### config.mk
export PLATFORM = sky130hd
export DESIGN_NAME = semaforo_multi
export DESIGN_NICKNAME = d
export VERILOG_FILES = /design/src/rtl/semaforo_pkg.sv /design/src/rtl/semaforo_rr_pick.sv /design/src/rtl/semaforo_multi.sv
export SDC_FILE = /design/constraint.sdc
export NUM_CORES = 1
export LEC_CHECK = 0
export BUFFER_PORTS_ARGS = -buffer_cell sky130_fd_sc_hd__buf_2
export CORE_MARGIN = 2
export CORE_UTILIZATION = 48
export CTS_CLUSTER_SIZE = 25
export DETAILED_ROUTE_END_ITERATION = 10
export MAX_ROUTING_LAYER = met4
export PLACE_DENSITY = 0.74
export SLEW_MARGIN = 0
export SYNTH_ARGS = -nofsm -noshare
export SYNTH_HDL_FRONTEND = slang
export SYNTH_SLANG_ARGS = --single-unit
export TNS_END_PERCENT = 20
### constraint.sdc
create_clock -name clk -period 1.7 [get_ports clk]
set_input_delay 0.17 -clock clk [delete_from_list [all_inputs] [get_ports clk]]
set_output_delay 0.17 -clock clk [all_outputs]
set_load 0.01 [all_outputs]
### src/rtl/semaforo_pkg.sv
// Shared definitions for the semaforo traffic-light family: lamp codes,
// controller state encoding and default phase lengths.
package semaforo_pkg;

  localparam logic [2:0] LT_RED    = 3'b100;
  localparam logic [2:0] LT_YELLOW = 3'b010;
  localparam logic [2:0] LT_GREEN  = 3'b001;
  localparam logic [2:0] LT_OFF    = 3'b000;

  typedef enum logic [1:0] {
    S_GREEN  = 2'd0,
    S_YELLOW = 2'd1,
    S_ALLRED = 2'd2,
    S_FLASH  = 2'd3
  } state_t;

  localparam int DEF_T_GREEN  = 1;
  localparam int DEF_T_YELLOW = 3;
  localparam int DEF_T_ALLRED = 2;
  localparam int DEF_T_FLASH  = 2;

endpackage

### src/rtl/semaforo_rr_pick.sv
// Combinational round-robin selector: first set req bit after 'last', wrapping,
// with 'last' itself scanned at the end. Zero latency; next is 'last' when no hit.
module rr_pick #(
  parameter int N     = 4,
  parameter int IDX_W = $clog2(N)
) (
  input  logic [N-1:0]     req,
  input  logic [IDX_W-1:0] last,
  output logic [IDX_W-1:0] next,
  output logic             hit
);

  logic found;

  always_comb begin
    next  = last;
    found = 1'b0;
    for (int k = 1; k <= N; k++) begin
      if (!found && req[(int'(last) + k) % N]) begin
        next  = IDX_W'((int'(last) + k) % N);
        found = 1'b1;
      end
    end
    hit = found;
  end

endmodule

### src/rtl/semaforo_multi.sv
// N-approach traffic-light controller: green/yellow/all-red rotation steered by
// latched demand, plus flashing-yellow maintenance mode. Moore lamp outputs, no backpressure.
module semaforo_multi
  import semaforo_pkg::*;
#(
  parameter int               N_APPR   = 2,
  parameter int               CNT_W    = 8,
  parameter logic [CNT_W-1:0] T_GREEN  = CNT_W'(DEF_T_GREEN),
  parameter logic [CNT_W-1:0] T_YELLOW = CNT_W'(DEF_T_YELLOW),
  parameter logic [CNT_W-1:0] T_ALLRED = CNT_W'(DEF_T_ALLRED),
  parameter logic [CNT_W-1:0] T_FLASH  = CNT_W'(DEF_T_FLASH),
  parameter int               IDX_W    = $clog2(N_APPR)
) (
  input  logic                clk,
  input  logic                rst,
  input  logic [N_APPR-1:0]   bt,
  input  logic                flash,
  output logic [3*N_APPR-1:0] lights,
  output logic [IDX_W-1:0]    green_idx,
  output logic [N_APPR-1:0]   pending
);

  state_t             state, state_n;
  logic [CNT_W-1:0]   cnt, cnt_n;
  logic [IDX_W-1:0]   idx, idx_n;
  logic               blink, blink_n;
  logic [N_APPR-1:0]  pending_n;
  logic               enter_green;
  logic [IDX_W-1:0]   pick_next;
  logic               pick_hit;
  logic [IDX_W-1:0]   idx_inc;
  logic [N_APPR-1:0]  serve_mask;
  logic [N_APPR-1:0]  clr_mask;
  logic [2:0]         lamp;

  rr_pick #(
    .N     (N_APPR),
    .IDX_W (IDX_W)
  ) u_pick (
    .req  (pending),
    .last (idx),
    .next (pick_next),
    .hit  (pick_hit)
  );

  assign idx_inc = (idx == IDX_W'(N_APPR - 1)) ? '0 : idx + 1'b1;

  always_ff @(posedge clk) begin
    if (!rst) begin
      state   <= S_ALLRED;
      cnt     <= T_ALLRED - 1'b1;
      idx     <= IDX_W'(N_APPR - 1);
      blink   <= 1'b0;
      pending <= '0;
    end else begin
      state   <= state_n;
      cnt     <= cnt_n;
      idx     <= idx_n;
      blink   <= blink_n;
      pending <= pending_n;
    end
  end

  always_comb begin
    state_n     = state;
    cnt_n       = cnt - 1'b1;
    idx_n       = idx;
    blink_n     = blink;
    enter_green = 1'b0;
    if (flash) begin
      // Maintenance request overrides any phase; once in FLASH just keep blinking.
      state_n = S_FLASH;
      if (state != S_FLASH) begin
        blink_n = 1'b1;
        cnt_n   = T_FLASH - 1'b1;
      end else if (cnt == '0) begin
        blink_n = ~blink;
        cnt_n   = T_FLASH - 1'b1;
      end
    end else begin
      case (state)
        S_GREEN: begin
          if (cnt == '0) begin
            state_n = S_YELLOW;
            cnt_n   = T_YELLOW - 1'b1;
          end
        end
        S_YELLOW: begin
          if (cnt == '0) begin
            state_n = S_ALLRED;
            cnt_n   = T_ALLRED - 1'b1;
          end
        end
        S_ALLRED: begin
          if (cnt == '0) begin
            state_n     = S_GREEN;
            cnt_n       = T_GREEN - 1'b1;
            idx_n       = pick_hit ? pick_next : idx_inc;
            enter_green = 1'b1;
          end
        end
        S_FLASH: begin
          state_n = S_ALLRED;
          cnt_n   = T_ALLRED - 1'b1;
          blink_n = 1'b0;
        end
        default: begin
          state_n = S_ALLRED;
          cnt_n   = T_ALLRED - 1'b1;
        end
      endcase
    end
  end

  // The approach being served cannot queue a request against itself; the green
  // entry edge clears its own bit even if bt is high on that edge.
  always_comb begin
    serve_mask = '0;
    clr_mask   = '0;
    if (state == S_GREEN || state == S_YELLOW) begin
      serve_mask = N_APPR'(1) << idx;
    end
    if (enter_green) begin
      clr_mask = N_APPR'(1) << idx_n;
    end
    pending_n = (pending | (bt & ~serve_mask)) & ~clr_mask;
  end

  always_comb begin
    lights = '0;
    lamp   = LT_RED;
    for (int i = 0; i < N_APPR; i++) begin
      lamp = LT_RED;
      case (state)
        S_GREEN:  lamp = (IDX_W'(i) == idx) ? LT_GREEN : LT_RED;
        S_YELLOW: lamp = (IDX_W'(i) == idx) ? LT_YELLOW : LT_RED;
        S_ALLRED: lamp = LT_RED;
        S_FLASH:  lamp = blink ? LT_YELLOW : LT_OFF;
        default:  lamp = LT_RED;
      endcase
      lights[3*i +: 3] = lamp;
    end
  end

  assign green_idx = idx;

endmodule

==> results of run 1 <==
-- layout by cell type, fill, tap and decap left out, types with 2 or more instances in the layout --
| master | synthesis | routed |
|---|---|---|
| buf_4 | 0 | 14 |
| buf_2 | 1 | 13 |
| dfxtp_1 | 14 | 12 |
| a21oi_1 | 8 | 8 |
| o21ai_0 | 6 | 6 |
| nor2_1 | 5 | 5 |
| nor3_1 | 4 | 4 |
| inv_1 | 6 | 4 |
| nand2_1 | 4 | 4 |
| o2111ai_1 | 3 | 3 |
| clkbuf_4 | 0 | 3 |
| inv_2 | 0 | 2 |
| and2_1 | 2 | 2 |
| or4_4 | 1 | 2 |
| nor3b_1 | 2 | 2 |
| nand4_1 | 2 | 2 |
| nand3_1 | 2 | 2 |
| nor2b_1 | 2 | 2 |
| o211ai_1 | 2 | 2 |
| o31ai_1 | 2 | 2 |
| a211oi_1 | 2 | 2 |
| dfxtp_2 | 0 | 2 |
-- final timing paths --
kind | startpoint | to | slack (ns) | depth (start not counted)
setup / recovery | cnt[5] | green_idx | 0.04 | 3
hold / removal | rst | green_idx | 0.18 | 2
setup reg to reg | cnt[5] | green_idx | 0.04 | 3
hold reg to reg | cnt[7] | cnt[7] | 0.53 | 2
-- cell usage after synthesis (2+ instances only) --
library cell	n	area share (%)
dfxtp_1	14	34
a21oi_1	8	4.9
inv_1	6	2.7
o21ai_0	6	3.6
clkbuf_1	5	2.3
nor2_1	5	2.3
nand2_1	4	1.8
nor3_1	4	2.4
o2111ai_1	3	3.2
a211oi_1	2	1.8
and2_1	2	1.5
nand3_1	2	1.2
nand4_1	2	1.5
nor2b_1	2	1.5
nor3b_1	2	1.8
o211ai_1	2	1.8
o31ai_1	2	1.8
o41ai_1	2	2.1
or4_1	2	1.8
-- power groups by stage --
stage          logic, mW  clock network [mW]  registers, mW
6_report           0.325               0.248          0.381
5_1_grt            0.359               0.271          0.386
4_1_cts            0.304               0.253          0.377
3_5_place_dp       0.300                   0          0.385
3_3_place_gp       0.295                   0          0.384
2_1_floorplan      0.180                   0          0.388
-- cell families after synthesis --
kind of cell               after synthesis
buffers and inverters                   12
DFF                                     14
adders and majority gates                1
and+or+nand+nor                         36
AOI/OAI and AO/OA                       36
xor gates and xnor gates                 1
-- area by class of cell --
class,instances,area [um2],share of cell area [%]
Clock buffer,4,36.3,3.33
Inverter,6,22.5,2.06
Multi-Input combinational cell,74,548,50.2
Sequential cell,14,283,25.9
Tap cell,16,20.0,1.83
Timing Repair Buffer,28,181,16.6
-- metrics by stage --
| stage | total power, mW | utilization [%] | setup slack, ns | std cells | area, um2 |
|---|---|---|---|---|---|
| after floorplan | 0.569 | - | 0.0198 | 100 | 848 |
| after global placement | 0.679 | 65.3 | 0.0697 | 138 | 1020 |
| after detailed placement | 0.684 | 65.3 | 0.00838 | 138 | 1020 |
| after CTS | 0.935 | 67.8 | 0.00613 | 142 | 1060 |
| after global routing | 1.02 | 70.0 | -0.0253 | 142 | 1090 |
| final | 0.954 | 70.0 | 0.0419 | 142 | 1090 |
-- repair_timing --
| item | CTS | global route |
|---|---|---|
| setup buffers | 0 | 0 |
| setup endpoints to repair | 1 | 3 |
| hold endpoints to repair | 0 | 0 |
| gates resized for setup | 1 | 9 |
| hold buffers | 0 | 0 |
| pin swaps | 1 | 3 |
-- worst max-delay path, cell delays in order (launching register included) --
cell	delay (ns)
dfxtp_1	0.35
or4_4	0.58
or3_4	0.40
o311ai_2	0.26
-- flip-flops by register name, summed over array words and instances, names as in the netlist --
register   count
state          2
cnt            8
blink          1
pending        2
green_idx      1
-- metal layers --
layer	routed length [um]	GRT usage [%]	part of all wire [%]	vias to the layer above
met5	0	-	0	-
met4	27	12.4	1.3	0
met3	50	3.57	2.4	4
li1	-	-	-	443
met2	1020	34.6	48	11
met1	1020	33.7	48	399
==> impl_metrics.csv, run 1 <==
group,metric,value,unit
placement,portBuffers,13,
die,die_w,45.4,um
power_and_ir_drop,p_per_area,874,mW/mm2
yosys,synth-simple-area-share,26.7,%
sta,fin_crit,1.66,ns
yosys,synth-main-ff-cell,"dfxtp_1",
route,drc,0,
setup_path,cp.required,1.90,ns
grt,grt_pass1_wl,3.55,mm
sta,hold_viol,0,
yosys,synth.avg_cell_area,8.25,um2
yosys,synthAdderAreaFrac,1.52,%
sta,final-setup-viol-count,0,
grt,grt_max_degree,14,
power_and_ir_drop,comb_power_share,34.1,%
route,dr.pass1.iters,4,
yosys,synth_top_family_by_area,"compound AO/OA/AOI/OAI gates",
sta,hold_slack,0.180,ns
power_and_ir_drop,p_sw_share,32.7,%
sta,worst_pin_slew,0.358,ns
yosys,synth_compound_area_share,31.1,%
sta,period_share,97.5,%
yosys,synth_edf_count,0,
yosys,synth-xor-area-share,1.06,%
finish,fillers,131,
die,die_y,45.4,um
route,vias_per_cell,6.04,
yosys,synth_warnings,0,
power_and_ir_drop,leakagePower,0.450,nW
placement,dp_hpwl,1.53,mm
sta,final_max_slew_viol_count,0,
min_path,hold_path.class,"input pin to flop",
grt,antenna_found_initial,0,
die,core,0.00156,mm2
finish,drive_above_1_share,36.5,%
placement,routabilityCongestion,0.847,
clock_tree,ctsRootBufferMaster,"clkbuf_4",
sta,rsz0062_at_grt,"true",
route,drtIter0Drc,28,
setup_path,cp-start-kind,"flop",
clock_tree,cts_made_buffers,3,
clock_tree,cts_buffer_depth,2,
yosys,ys_ff_latch,14,
route,antenna_left,0,
die,start_util,52.9,%
power_and_ir_drop,power_switching,0.312,mW
yosys,syn_nets,106,
die,rows,14,
yosys,synthMuxAreaShare,0,%
die,dieArea,0.00207,mm2
sta,setup_tns,0,ns
clock_tree,clock-sinks,14,
finish,syn2layout_area_growth,32.3,%
clock_tree,cts_tree,"done",
sta,max_clock_freq,0.603,GHz
setup_path,arrival,1.86,ns
yosys,synthCells,100,
sta,slew_headroom,75.5,%
setup_path,critPathKind,"flop to flop",
setup_path,worst_setup_path_end_kind,"flop",
power_and_ir_drop,intPower,0.642,mW
finish,nNetsFinal,133,
yosys,syn-cell-area,825,um2
route,via_count,857,
power_and_ir_drop,peakVddDrop,0.000405,V
route,routed_wirelength,2.11,mm
status,status,"complete, no violations",
route,routedWlPerCell,14.9,um
finish,diodes,0,
yosys,seq_area_frac_synth,34.0,%
run,drv_cap,0,
grt,grt_pass1_vias,799,
clock_tree,path_clk_slew,0.09,ns
power_and_ir_drop,seqPwrFrac,39.9,%
yosys,synthArstFlopShare,0,%
power_and_ir_drop,clkPwrFrac,26.0,%
sta,fin_skew,0.00570,ns
setup_path,worstPathMaxFanout,5,
grt,grt-ovfl-total,0,
grt,grt.total_usage,24.5,%
yosys,synthDistinctLibCells,44,
die,num_io_pins,14,
clock_tree,clock_latency,0.29,ns
clock_tree,htreeDepth,1,
Power figures use the tool's default switching activity.
==> inputs of run 2 (changes only) <==
--- a/config.mk
+++ b/config.mk
@@ -5,13 +5,14 @@
 export SDC_FILE = /design/constraint.sdc
 export NUM_CORES = 1
 export LEC_CHECK = 0
+export ABC_CLOCK_PERIOD_IN_PS = 1700
 export BUFFER_PORTS_ARGS = -buffer_cell sky130_fd_sc_hd__buf_2
 export CORE_MARGIN = 2
 export CORE_UTILIZATION = 48
 export CTS_CLUSTER_SIZE = 25
 export DETAILED_ROUTE_END_ITERATION = 10
 export MAX_ROUTING_LAYER = met4
-export PLACE_DENSITY = 0.74
+export PLACE_DENSITY = 0.7
 export SLEW_MARGIN = 0
 export SYNTH_ARGS = -nofsm -noshare
 export SYNTH_HDL_FRONTEND = slang
==> impl_metrics.csv, run 2 (synthesis results as in run 1) <==
group,metric,value,unit
finish,fin_util,67.4,%
grt,antenna_found_initial,0,
route,routedWlPerCell,14.7,um
setup_path,cp-start-kind,"flop",
clock_tree,clock-sinks,14,
setup_path,arrival,1.86,ns
finish,syn2layout_area_growth,27.5,%
clock_tree,cts_made_buffers,3,
clock_tree,clock_latency,0.28,ns
placement,dp_hpwl,1.49,mm
sta,fin_skew,0.00400,ns
power_and_ir_drop,leakagePower,0.432,nW
sta,setup_tns,-0.00631,ns
sta,final-setup-viol-count,1,
setup_path,critPathKind,"flop to flop",
clock_tree,cts_tree,"done",
clock_tree,cts_resized,1,
sta,fin_crit,1.71,ns
status,violations,"negative setup slack",
setup_path,cp_slowest_cell,"or3b_1",
die,dieArea,0.00207,mm2
sta,worst_pin_slew,0.308,ns
sta,period_share,100,%
grt,grt_pass1_vias,749,
die,num_io_pins,14,
die,start_util,52.9,%
route,vias_per_cell,6.40,
finish,nNetsFinal,131,
grt,grt.total_usage,23.1,%
finish,top_regs,"cnt (8), pending (2), state (2)",
clock_tree,path_clk_slew,0.09,ns
sta,layout_setup_ws,-0.00631,ns
finish,final_cell_mix,"dfxtp_1 (14), buf_2 (13), buf_4 (13), a21oi_1 (8)",
setup_path,r2r-end,"green_idx",
die,die_y,45.4,um
setup_path,worstPathMaxFanout,10,
run,drv_cap,0,
route,antenna_left,0,
route,dr.pass1.iters,4,
finish,diodes,0,
route,drc,0,
finish,layout_commonest_cell,"dfxtp_1",
setup_path,crit_chain,"inv_1 > ha_4 > or3b_1 > buf_4 > o41ai_2 > o311ai_1",
sta,slew_headroom,79.4,%
die,die_w,45.4,um
clock_tree,ctsRootBufferMaster,"clkbuf_4",
setup_path,slowest_delay,0.36,ns
power_and_ir_drop,peakVddDrop,0.000555,V
clock_tree,htreeDepth,1,
setup_path,r2r-start,"cnt[1]",
die,core,0.00156,mm2
setup_path,reg2reg_slack,-0.006,ns
clock_tree,hold_buffers,0,
placement,portBuffers,13,
route,routed_wirelength,2.05,mm
die,rows,14,
grt,grt_pass1_wl,3.34,mm
finish,final_cells,140,
route,via_count,896,
setup_path,worstSetupEndpoint,"green_idx",
grt,grt_max_degree,14,
setup_path,cp.required,1.85,ns
status,status,"finished with violations",
sta,rsz0062_at_grt,"true",
setup_path,worst_setup_path_end_kind,"flop",
grt,grt-ovfl-total,0,
clock_tree,cts_buffer_depth,2,
sta,hold_viol,0,
placement,routabilityCongestion,0.836,
placement,dp.cells,136,
route,drtIter0Drc,25,
finish,top_register,"cnt",
setup_path,reg2reg_depth,6,
sta,final_max_slew_viol_count,0,
finish,largest_reg_flops,8,
clock_tree,cts_setup_buffers,0,
min_path,hold_path.class,"input pin to flop",
power_and_ir_drop,p_per_area,871,mW/mm2
finish,drive_above_1_share,30.6,%
sta,max_clock_freq,0.586,GHz
setup_path,startpoint,"cnt[1]",
[run 2: area by class of cell]
type	instances	area, um2
Inverter	6	22.5
Tap cell	16	20.0
Multi-Input combinational cell	74	529
Timing Repair Buffer	26	163
Sequential cell	14	280
Fill cell	129	508
Clock buffer	4	36.3
[run 2: critical path: cells and delay by family (launching register included)]
family	cells	cell delay, ns
AND/OR/NAND/NOR	1	0.36
flip-flops	1	0.32
buffers and inverters	2	0.28
adder cells (fa/ha/maj)	1	0.15
AO/OA/AOI/OAI	2	0.48
[run 2: routing by layer]
| layer | global-route usage, % | wire length, um | vias up |
|---|---|---|---|
| met5 | - | 0 | - |
| met4 | 7.65 | 13 | 0 |
| met3 | 7.54 | 64 | 2 |
| met2 | 33.8 | 981 | 23 |
| met1 | 29.7 | 994 | 431 |
| li1 | - | - | 440 |
[run 2: how the worst min path moves through the flow]
stage               from         to  cells past startpoint
floorplan            rst     cnt[1]                      2
global placement     rst  green_idx                      2
detailed placement   rst  green_idx                      2
CTS                  rst  green_idx                      2
global route         rst  green_idx                      2
finish               rst  green_idx                      2
[run 2: report_power, final]
part / internal [mW] / switching (mW) / total [mW]
clock: 0.130 / 0.108 / 0.239
combinational: 0.137 / 0.162 / 0.299
sequential: 0.353 / 0.0243 / 0.378
[run 2: per-stage QoR]
step / area (um2) / setup WS [ns] / hold slack, ns / total power, mW
4_1_cts: 1040 / -0.00693 / 0.184 / 0.916
6_report: 1050 / -0.00631 / 0.193 / 0.915
2_1_floorplan: 848 / 0.0198 / 0.338 / 0.569
5_1_grt: 1050 / -0.0819 / 0.190 / 0.975
3_3_place_gp: 1000 / 0.0504 / 0.465 / 0.670
3_5_place_dp: 1000 / -0.0185 / 0.475 / 0.675
==> inputs of run 3 (changes only) <==
--- a/config.mk
+++ b/config.mk
@@ -12,7 +12,7 @@
 export CTS_CLUSTER_SIZE = 25
 export DETAILED_ROUTE_END_ITERATION = 10
 export MAX_ROUTING_LAYER = met4
-export PLACE_DENSITY = 0.7
+export PLACE_DENSITY = 0.73
 export SLEW_MARGIN = 0
 export SYNTH_ARGS = -nofsm -noshare
 export SYNTH_HDL_FRONTEND = slang
==> impl_metrics.csv, run 3 (synthesis results as in run 1) <==
group,metric,value,unit
clock_tree,hold_buffers,0,
finish,nNetsFinal,130,
min_path,hold_depth,2,
die,core,0.00156,mm2
finish,syn2layout_area_growth,26.3,%
route,via_count,856,
finish,drive_above_1_share,30.1,%
sta,max_clock_freq,0.605,GHz
clock_tree,path_clk_slew,0.09,ns
setup_path,reg2reg_depth,6,
sta,rsz0062_at_grt,"false",
status,status,"complete, no violations",
setup_path,arrival,1.82,ns
sta,final_max_slew_viol_count,0,
sta,final-setup-viol-count,0,
sta,fin_skew,0.00547,ns
die,rows,14,
clock_tree,clock_latency,0.29,ns
grt,antenna_found_initial,0,
clock_tree,ctsRootBufferMaster,"clkbuf_4",
placement,routabilityCongestion,0.785,
route,drtIter0Drc,16,
setup_path,crit_chain,"inv_1 > ha_4 > or3b_4 > buf_4 > o41ai_2 > o311ai_1",
route,vias_per_cell,6.16,
die,dieArea,0.00207,mm2
grt,grt_pass1_vias,817,
grt,grt_pass1_wl,3.57,mm
finish,fillers,135,
setup_path,cp-start-kind,"flop",
clock_tree,cts_tree,"done",
placement,dp.cells,135,
setup_path,slowest_delay,0.38,ns
power_and_ir_drop,leakagePower,0.428,nW
sta,fin_crit,1.65,ns
grt,grt_max_degree,14,
min_path,hp-start,"rst",
finish,layout_commonest_cell,"dfxtp_1",
finish,largest_reg_flops,8,
power_and_ir_drop,p_per_area,886,mW/mm2
min_path,holdPathEnd,"green_idx",
sta,worst_pin_slew,0.326,ns
clock_tree,clock-sinks,14,
route,dr.pass1.iters,4,
placement,portBuffers,13,
die,num_io_pins,14,
finish,top_register,"cnt",
grt,grt.total_usage,24.4,%
placement,dp_hpwl,1.50,mm
clock_tree,cts_buffer_depth,2,
grt,grt-ovfl-total,0,
setup_path,r2r-end,"green_idx",
run,drv_cap,0,
die,die_w,45.4,um
route,antenna_left,0,
route,routedWlPerCell,14.6,um
sta,hold_viol,0,
setup_path,worstPathMaxFanout,3,
finish,top_regs,"cnt (8), pending (2), state (2)",
finish,final_cells,139,
route,routed_wirelength,2.04,mm
finish,diodes,0,
die,start_util,52.9,%
die,die_y,45.4,um
setup_path,critPathKind,"flop to flop",
sta,setup_tns,0,ns
setup_path,cp.required,1.86,ns
setup_path,cp_slowest_cell,"or3b_4",
route,drc,0,
setup_path,r2r-start,"cnt[1]",
power_and_ir_drop,peakVddDrop,0.000486,V
finish,final_cell_mix,"dfxtp_1 (14), buf_2 (13), buf_4 (12), a21oi_1 (8)",
sta,period_share,97.2,%
setup_path,worst_setup_path_end_kind,"flop",
clock_tree,cts_made_buffers,3,
min_path,hold_path.class,"input pin to flop",
clock_tree,htreeDepth,1,
setup_path,reg2reg_slack,0.05,ns
sta,slew_headroom,78.2,%
[run 3: layer usage]
metal | track usage (%) | routed length (um) | vias up
li1 | - | - | 434
met1 | 30.0 | 961 | 404
met2 | 38.6 | 991 | 13
met3 | 7.14 | 59 | 5
met4 | 7.06 | 24 | 0
met5 | - | 0 | -
[run 3: area by class of cell]
type	instances	area (um2)	share of cell area [%]
inverter	6	22.5	2.16
multi-input combinational	74	527	50.6
sequential	14	280	26.9
tap	16	20.0	1.92
clock buffer	4	36.3	3.49
timing repair buffer	25	155	14.9
[run 3: worst max-delay path: cells and delay by family (launching register included)]
family | cells | cell delay, ns
buffers and inverters | 2 | 0.24
adder cells (fa/ha/maj) | 1 | 0.13
AO/OA/AOI/OAI | 2 | 0.46
flip-flops | 1 | 0.32
AND/OR/NAND/NOR | 1 | 0.38
[run 3: what timing repair did]
action	CTS	global route
buffers inserted	0	0
endpoints found under the setup margin	0	5
hold endpoints to repair	0	0
gates resized for setup	0	3
[run 3: how the worst max path moves through the flow]
| stage | start | to | slack (ns) | depth (start not counted) |
|---|---|---|---|---|
| final | cnt[1] | green_idx | 0.05 | 6 |
| after global routing | cnt[1] | pending[0] | 0.02 | 5 |
| after CTS | cnt[1] | state[1] | 0.01 | 6 |
| after detailed placement | cnt[1] | green_idx | 0.02 | 5 |
| after global placement | cnt[1] | green_idx | 0.07 | 5 |
| after floorplan | cnt[0] | green_idx | 0.02 | 6 |
[run 3: stage by stage]
| step | util [%] | setup slack [ns] | hold WS, ns | power [mW] | cell area [um2] |
|---|---|---|---|---|---|
| finish | 66.8 | 0.0469 | 0.181 | 0.923 | 1040 |
| global route | 66.8 | 0.0184 | 0.180 | 0.974 | 1040 |
| CTS | 66.2 | 0.0122 | 0.172 | 0.919 | 1030 |
| detailed placement | 63.9 | 0.0170 | 0.481 | 0.672 | 996 |
| global placement | 63.9 | 0.0654 | 0.464 | 0.663 | 996 |
| floorplan | - | 0.0198 | 0.338 | 0.569 | 848 |
[run 3: report_power, final]
group	internal [mW]	switching, mW	leakage [nW]
logic	0.137	0.158	0.292
registers	0.353	0.0257	0.115
clock network	0.131	0.118	0.0210
total	0.621	0.302	0.428
